<file path="config.mk">
export PLATFORM = sky130hd
export DESIGN_NAME = wide_alu_seq
export DESIGN_NICKNAME = d
export VERILOG_FILES = /design/src/rtl/wide_alu_seq.sv
export SDC_FILE = /design/constraint.sdc
export NUM_CORES = 1
export LEC_CHECK = 0
export CAP_MARGIN = 20
export CORE_UTILIZATION = 50
export DETAILED_ROUTE_END_ITERATION = 8
export GPL_ROUTABILITY_DRIVEN = 0
export PLACE_DENSITY = 0.84
export SYNTH_ARGS = -nofsm -noshare
export SYNTH_HDL_FRONTEND = slang
export SYNTH_SLANG_ARGS = --single-unit
</file>
<file path="constraint.sdc">
create_clock -name CLK -period 5.9 [get_ports CLK]
set_input_delay 1.475 -clock CLK [delete_from_list [all_inputs] [get_ports CLK]]
set_output_delay 1.475 -clock CLK [all_outputs]
set_load 0.005 [all_outputs]
</file>
<file path="src/rtl/wide_alu_seq.sv">
// Byte-serial sequencer for a 32-bit add/sub/shift built around an external
// 8-bit ALU: one byte per cycle, carry or shift bit chained through a register.
module wide_alu_seq #(
  parameter int MAXB = 4
) (
  input  logic                CLK,
  input  logic                RESET,
  input  logic                START,
  input  logic [1:0]          CMD,
  input  logic [1:0]          LEN,
  input  logic [8*MAXB-1:0]   A_IN,
  input  logic [8*MAXB-1:0]   B_IN,
  output logic [7:0]          ALU_A,
  output logic [7:0]          ALU_B,
  output logic [2:0]          ALU_OP,
  output logic [2:0]          ALU_FUNC,
  output logic                ALU_OVF_IN,
  input  logic [7:0]          ALU_OUT,
  input  logic                ALU_OVF_OUT,
  output logic                BUSY,
  output logic                DONE,
  output logic [8*MAXB-1:0]   RESULT,
  output logic                CARRY_OUT,
  output logic                ZERO
);

  localparam int W = 8 * MAXB;

  // ALU definitions shared with the ALU block
  localparam logic [2:0] OP_ADD      = 3'b001;
  localparam logic [2:0] OP_SUB      = 3'b010;
  localparam logic [2:0] OP_OTYPE    = 3'b100;
  localparam logic [2:0] FN_SHIFTL_O = 3'b001;
  localparam logic [2:0] FN_SHIFTR_O = 3'b010;

  localparam logic [1:0] CMD_ADD = 2'b00;
  localparam logic [1:0] CMD_SUB = 2'b01;
  localparam logic [1:0] CMD_SHL = 2'b10;
  localparam logic [1:0] CMD_SHR = 2'b11;

  typedef enum logic [1:0] {
    S_IDLE = 2'b00,
    S_RUN  = 2'b01,
    S_DONE = 2'b10
  } state_t;

  state_t       state_r, state_s;
  logic [1:0]   cmd_r, len_r, idx_r, idx_next_s;
  logic [W-1:0] a_r, b_r, result_r, result_s;
  logic         carry_r, carry_out_r, zero_r, busy_r, done_r;
  logic         accept_s, run_s, last_s;

  // True when bytes 0..len of v are all zero; bytes above len are ignored.
  function automatic logic bytes_zero(input logic [W-1:0] v, input logic [1:0] len);
    logic z;
    z = 1'b1;
    for (int i = 0; i < MAXB; i++) begin
      if ((i <= int'(len)) && (v[8*i +: 8] != 8'd0)) begin
        z = 1'b0;
      end
    end
    return z;
  endfunction

  assign run_s    = (state_r == S_RUN);
  assign accept_s = (state_r == S_IDLE) && START;

  // Byte-walk bookkeeping: last-byte detect, next index, result with current byte merged.
  always_comb begin
    last_s     = 1'b0;
    idx_next_s = idx_r;
    result_s   = result_r;
    if (cmd_r == CMD_SHR) begin
      last_s     = (idx_r == 2'd0);
      idx_next_s = idx_r - 2'd1;
    end else begin
      last_s     = (idx_r == len_r);
      idx_next_s = idx_r + 2'd1;
    end
    result_s[{idx_r, 3'b000} +: 8] = ALU_OUT;
  end

  // Next-state logic for IDLE -> RUN -> DONE -> IDLE.
  always_comb begin
    state_s = state_r;
    case (state_r)
      S_IDLE: begin
        if (START) state_s = S_RUN;
        else       state_s = S_IDLE;
      end
      S_RUN: begin
        if (last_s) state_s = S_DONE;
        else        state_s = S_RUN;
      end
      S_DONE:  state_s = S_IDLE;
      default: state_s = S_IDLE;
    endcase
  end

  // State register.
  always_ff @(posedge CLK) begin
    if (RESET) state_r <= S_IDLE;
    else       state_r <= state_s;
  end

  // Operand latch, byte index, chained carry, result and status registers.
  always_ff @(posedge CLK) begin
    if (RESET) begin
      cmd_r       <= 2'd0;
      len_r       <= 2'd0;
      idx_r       <= 2'd0;
      a_r         <= '0;
      b_r         <= '0;
      result_r    <= '0;
      carry_r     <= 1'b0;
      carry_out_r <= 1'b0;
      zero_r      <= 1'b0;
      busy_r      <= 1'b0;
      done_r      <= 1'b0;
    end else begin
      busy_r <= (state_s == S_RUN);
      done_r <= (state_s == S_DONE);
      if (accept_s) begin
        cmd_r       <= CMD;
        len_r       <= LEN;
        a_r         <= A_IN;
        b_r         <= B_IN;
        idx_r       <= (CMD == CMD_SHR) ? LEN : 2'd0;
        result_r    <= '0;
        carry_r     <= 1'b0;
        carry_out_r <= 1'b0;
        zero_r      <= 1'b0;
      end else if (run_s) begin
        result_r <= result_s;
        carry_r  <= ALU_OVF_OUT;
        idx_r    <= idx_next_s;
        if (last_s) begin
          carry_out_r <= ALU_OVF_OUT;
          zero_r      <= bytes_zero(result_s, len_r);
        end
      end
    end
  end

  // ALU drive: active only in RUN so the ALU sits idle otherwise.
  always_comb begin
    ALU_A      = 8'd0;
    ALU_B      = 8'd0;
    ALU_OP     = 3'd0;
    ALU_FUNC   = 3'd0;
    ALU_OVF_IN = 1'b0;
    if (run_s) begin
      ALU_A      = a_r[{idx_r, 3'b000} +: 8];
      ALU_B      = b_r[{idx_r, 3'b000} +: 8];
      ALU_OVF_IN = carry_r;
      case (cmd_r)
        CMD_ADD: ALU_OP = OP_ADD;
        CMD_SUB: ALU_OP = OP_SUB;
        CMD_SHL: begin
          ALU_OP   = OP_OTYPE;
          ALU_FUNC = FN_SHIFTL_O;
        end
        CMD_SHR: begin
          ALU_OP   = OP_OTYPE;
          ALU_FUNC = FN_SHIFTR_O;
        end
        default: ALU_OP = 3'd0;
      endcase
    end else begin
      ALU_OVF_IN = 1'b0;
    end
  end

  assign BUSY      = busy_r;
  assign DONE      = done_r;
  assign RESULT    = result_r;
  assign CARRY_OUT = carry_out_r;
  assign ZERO      = zero_r;

endmodule

</file>
==> results.md <==
- Design area: 0.00635 mm2
- WP data arrival: 2.76 ns
- Die area: 0.0100 mm2
- Pins Over Slew Limit: 0
- First-pass GRT wire length: 19300 um
- Synth top area cells: dfxtp_1, nand2_1, a21oi_1, mux4_2, a22oi_1
- Status: complete, no violations
- DPL Wire Length: 8470 um
- Reg2reg end: RESULT[11]
- Fraction of registers with async set/reset: 0
- H-tree levels: 3
- Fin. Hold Viols: 0
- Worst r2r src: idx_r[1]
- Starting density of the core: 0.518
- Reg power frac: 0.503
- Placed instance area: 0.00612 mm2
- Largest net degree at the start of global routing: 77
- Clk sink count: 109
- Startpoint types: flip-flop
- Critical Path End: ALU_FUNC[0]
- Layout cell share with drive strength beyond 1: 0.0697
- Root Buffer: clkbuf_8
- Tightest Pin Transition: 1.06 ns
- Fin crit share: 0.717
- Total number of vias: 4359
- Fin crit period: 4.23 ns
- Die Y: 100 um
- 1st-iter DRT viols: 251
- Setup TNS: 0 ns
- Die span in x: 100 um
- Number of global-route vias before repair: 4065
- CTS tree: yes
- Sequential area share after synthesis: 0.453
- Synth Cell Area: 0.00481 mm2
- Worst R2R Path Depth: 7
- Clock Power Share: 0.310
- M1 wire length: 5060 um
- I/O pin cnt: 139
- Crit Path Class: reg -> out
- Detail Route Antenna Nets: 0
- Post-CTS Hold Buffers: 0
- Post-cts resize count: 0
- GRT Resource Usage Total: 0.245
- #FFs+latches synth: 109
- Post-synth top area share: 0.453
- Uppermost layer routed: met4
- Mapped Avg Cell Area: 8.59 um2
- Total CTS buffers: 9
- PortBufs: 137
- Grt ovf: 0
- Vias per cell: 5.43
- Synth Net Count: 645
- Slew headroom: 0.290
- P&R area growth vs syn: 32.0%
- Worst VDD drop: 154 uV
- Net Sw Frac: 0.281
- Final Setup Violations: 0
- Met2 wire length: 5800 um
- EDFF count, synth: 0
- Worst clock skew: 0.00999 ns
- RSZ-0062 raised after global routing: false
- Met3 wire len: 873 um
- YS warnings: 0
- Worst min-delay path class: reg -> reg
- Clock Path Buffers: 2
- Routed WL: 12000 um
- P_sw: 464 uW
- Max cap viols: 0
- Crit-path max FO: 26
- Crit path launch: state_r[0]
- Gate Count Post-Synth: 560
- Core Region: 0.00928 mm2
- Clk pin slew, worst setup/hold paths: 0.10 ns
- Initial antenna violation count: 0
- Wire per inst: 14.9 um
- Pre-antenna DRT Iters: 5
- Number of antenna diodes: 0
- CP required: 4.43 ns
- Largest area contributor in the netlist: dfxtp_1
- Leak: 0.00225 uW
- Flop-to-flop setup slack: 3.13 ns
- Maximum clock rate: 236 MHz
- Setup bufs post-CTS: 0
- PwrDens: 259 mW/mm2
- Primary FF master, synth: dfxtp_1
- P_int: 1180 uW
- CP endpoint kind: output pin
- Combinational fraction of design power: 0.188
- # rows: 35
- Distinct cells, synth: 44
- Nets: 754
- Skew-Pair Late Insertion Delay: 0.38 ns
- Drc violations: 0
## cells by family (layout without fill, tap and decap cells)
family | after synthesis | count (layout) | share of synthesized area
and+or+nand+nor | 250 | 250 | 0.235
AOI/OAI and AO/OA | 124 | 124 | 0.153
DFF | 109 | 109 | 0.453
buffers and inverters | 49 | 163 | 0.0585
muxes | 18 | 18 | 0.0790
adders and majority gates | 5 | 5 | 0.0130
xor gates and xnor gates | 4 | 4 | 0.00728
other | 1 | 1 | 0.000779
## stage by stage
step / util / instances / power, uW / hold WS (ns) / setup slack [ns]
after detailed placement: 0.659 / 787 / 1150 / 0.448 / 2.07
after global routing: 0.684 / 803 / 1730 / 0.476 / 1.50
after floorplan: - / 560 / 1040 / 0.431 / 3.06
after global placement: 0.659 / 787 / 1140 / 0.438 / 2.14
final: 0.684 / 803 / 1650 / 0.461 / 1.67
after CTS: 0.684 / 803 / 1660 / 0.462 / 1.66
## cells in the mapped netlist, types with 3 or more instances
cell,instances
clkbuf_1,10
nor2_1,34
buf_2,18
nand3_1,4
buf_6,6
mux4_2,16
and3_1,3
nand2b_1,3
nor3_1,8
nor2b_1,3
and2_1,19
a22oi_1,26
nand2_1,156
ha_1,5
a21oi_1,80
a211oi_1,4
inv_1,6
buf_4,8
nor4_1,6
xnor2_1,3
dfxtp_1,109
## layout make-up
| type | count | area [um2] |
|---|---|---|
| Fill cell | 725 | 2930 |
| Multi-Input combinational cell | 402 | 2360 |
| Sequential cell | 109 | 2180 |
| Timing Repair Buffer | 141 | 1400 |
| Tap cell | 129 | 161 |
| Clock buffer | 9 | 124 |
| Clock inverter | 7 | 105 |
| Inverter | 6 | 22.5 |
## layout by cell type, fill, tap and decap left out, types with 2 or more instances in the layout
cell type,n
o21ai_0,2
bufinv_16,2
ha_1,5
a31oi_1,2
o22ai_1,2
mux2i_1,2
nand2_1,156
inv_8,2
nor4_4,2
nor4_1,6
nand2b_1,3
nor3_1,8
buf_4,4
a21oi_1,80
clkbuf_8,9
nand3_1,4
mux4_2,16
nor3b_1,2
nand3b_1,2
xnor2_1,3
nor2b_1,2
a22oi_1,26
and2_1,19
a211oi_2,2
and3_1,3
dfxtp_1,108
inv_1,6
a41oi_1,2
nor2_1,34
a211oi_1,4
clkdlybuf4s50_1,136
## registers in the layout, indices dropped and copies added (netlist names)
register,flops
b_r,32
state_r,2
carry_r,1
cmd_r,2
ZERO,1
idx_r,2
DONE,1
BUSY,1
CARRY_OUT,1
len_r,2
RESULT,32
a_r,32
## worst max-delay path: stages (launching register included)
cell	delay, ns
dfxtp_1	0.59
nor2b_2	0.90
and2_1	0.26
nor2b_1	0.13
clkdlybuf4s50_1	0.51
## how the worst min path moves through the flow
stage / startpoint / end / slack, ns / depth (start not counted)
finish: b_r[27] / b_r[27] / 0.46 / 2
global route: a_r[23] / a_r[23] / 0.48 / 2
CTS: b_r[27] / b_r[27] / 0.46 / 2
detailed placement: a_r[6] / a_r[6] / 0.45 / 2
global placement: a_r[23] / a_r[23] / 0.44 / 2
floorplan: carry_r / carry_r / 0.43 / 2
## power by group through the flow
| stage | combinational [uW] | clock (uW) | sequential (uW) |
|---|---|---|---|
| 6_report | 309 | 510 | 828 |
| 5_1_grt | 340 | 554 | 836 |
| 4_1_cts | 309 | 519 | 829 |
| 3_5_place_dp | 307 | 0 | 845 |
| 3_3_place_gp | 300 | 0 | 843 |
| 2_1_floorplan | 223 | 0 | 815 |
## routing by layer
layer / vias up / GRT usage
met1: 2060 / 0.308
li1: 2128 / -
met5: - / 0
met3: 16 / 0.0682
met4: 0 / 0.0858
met2: 155 / 0.407
Power figures use the tool's default switching activity.
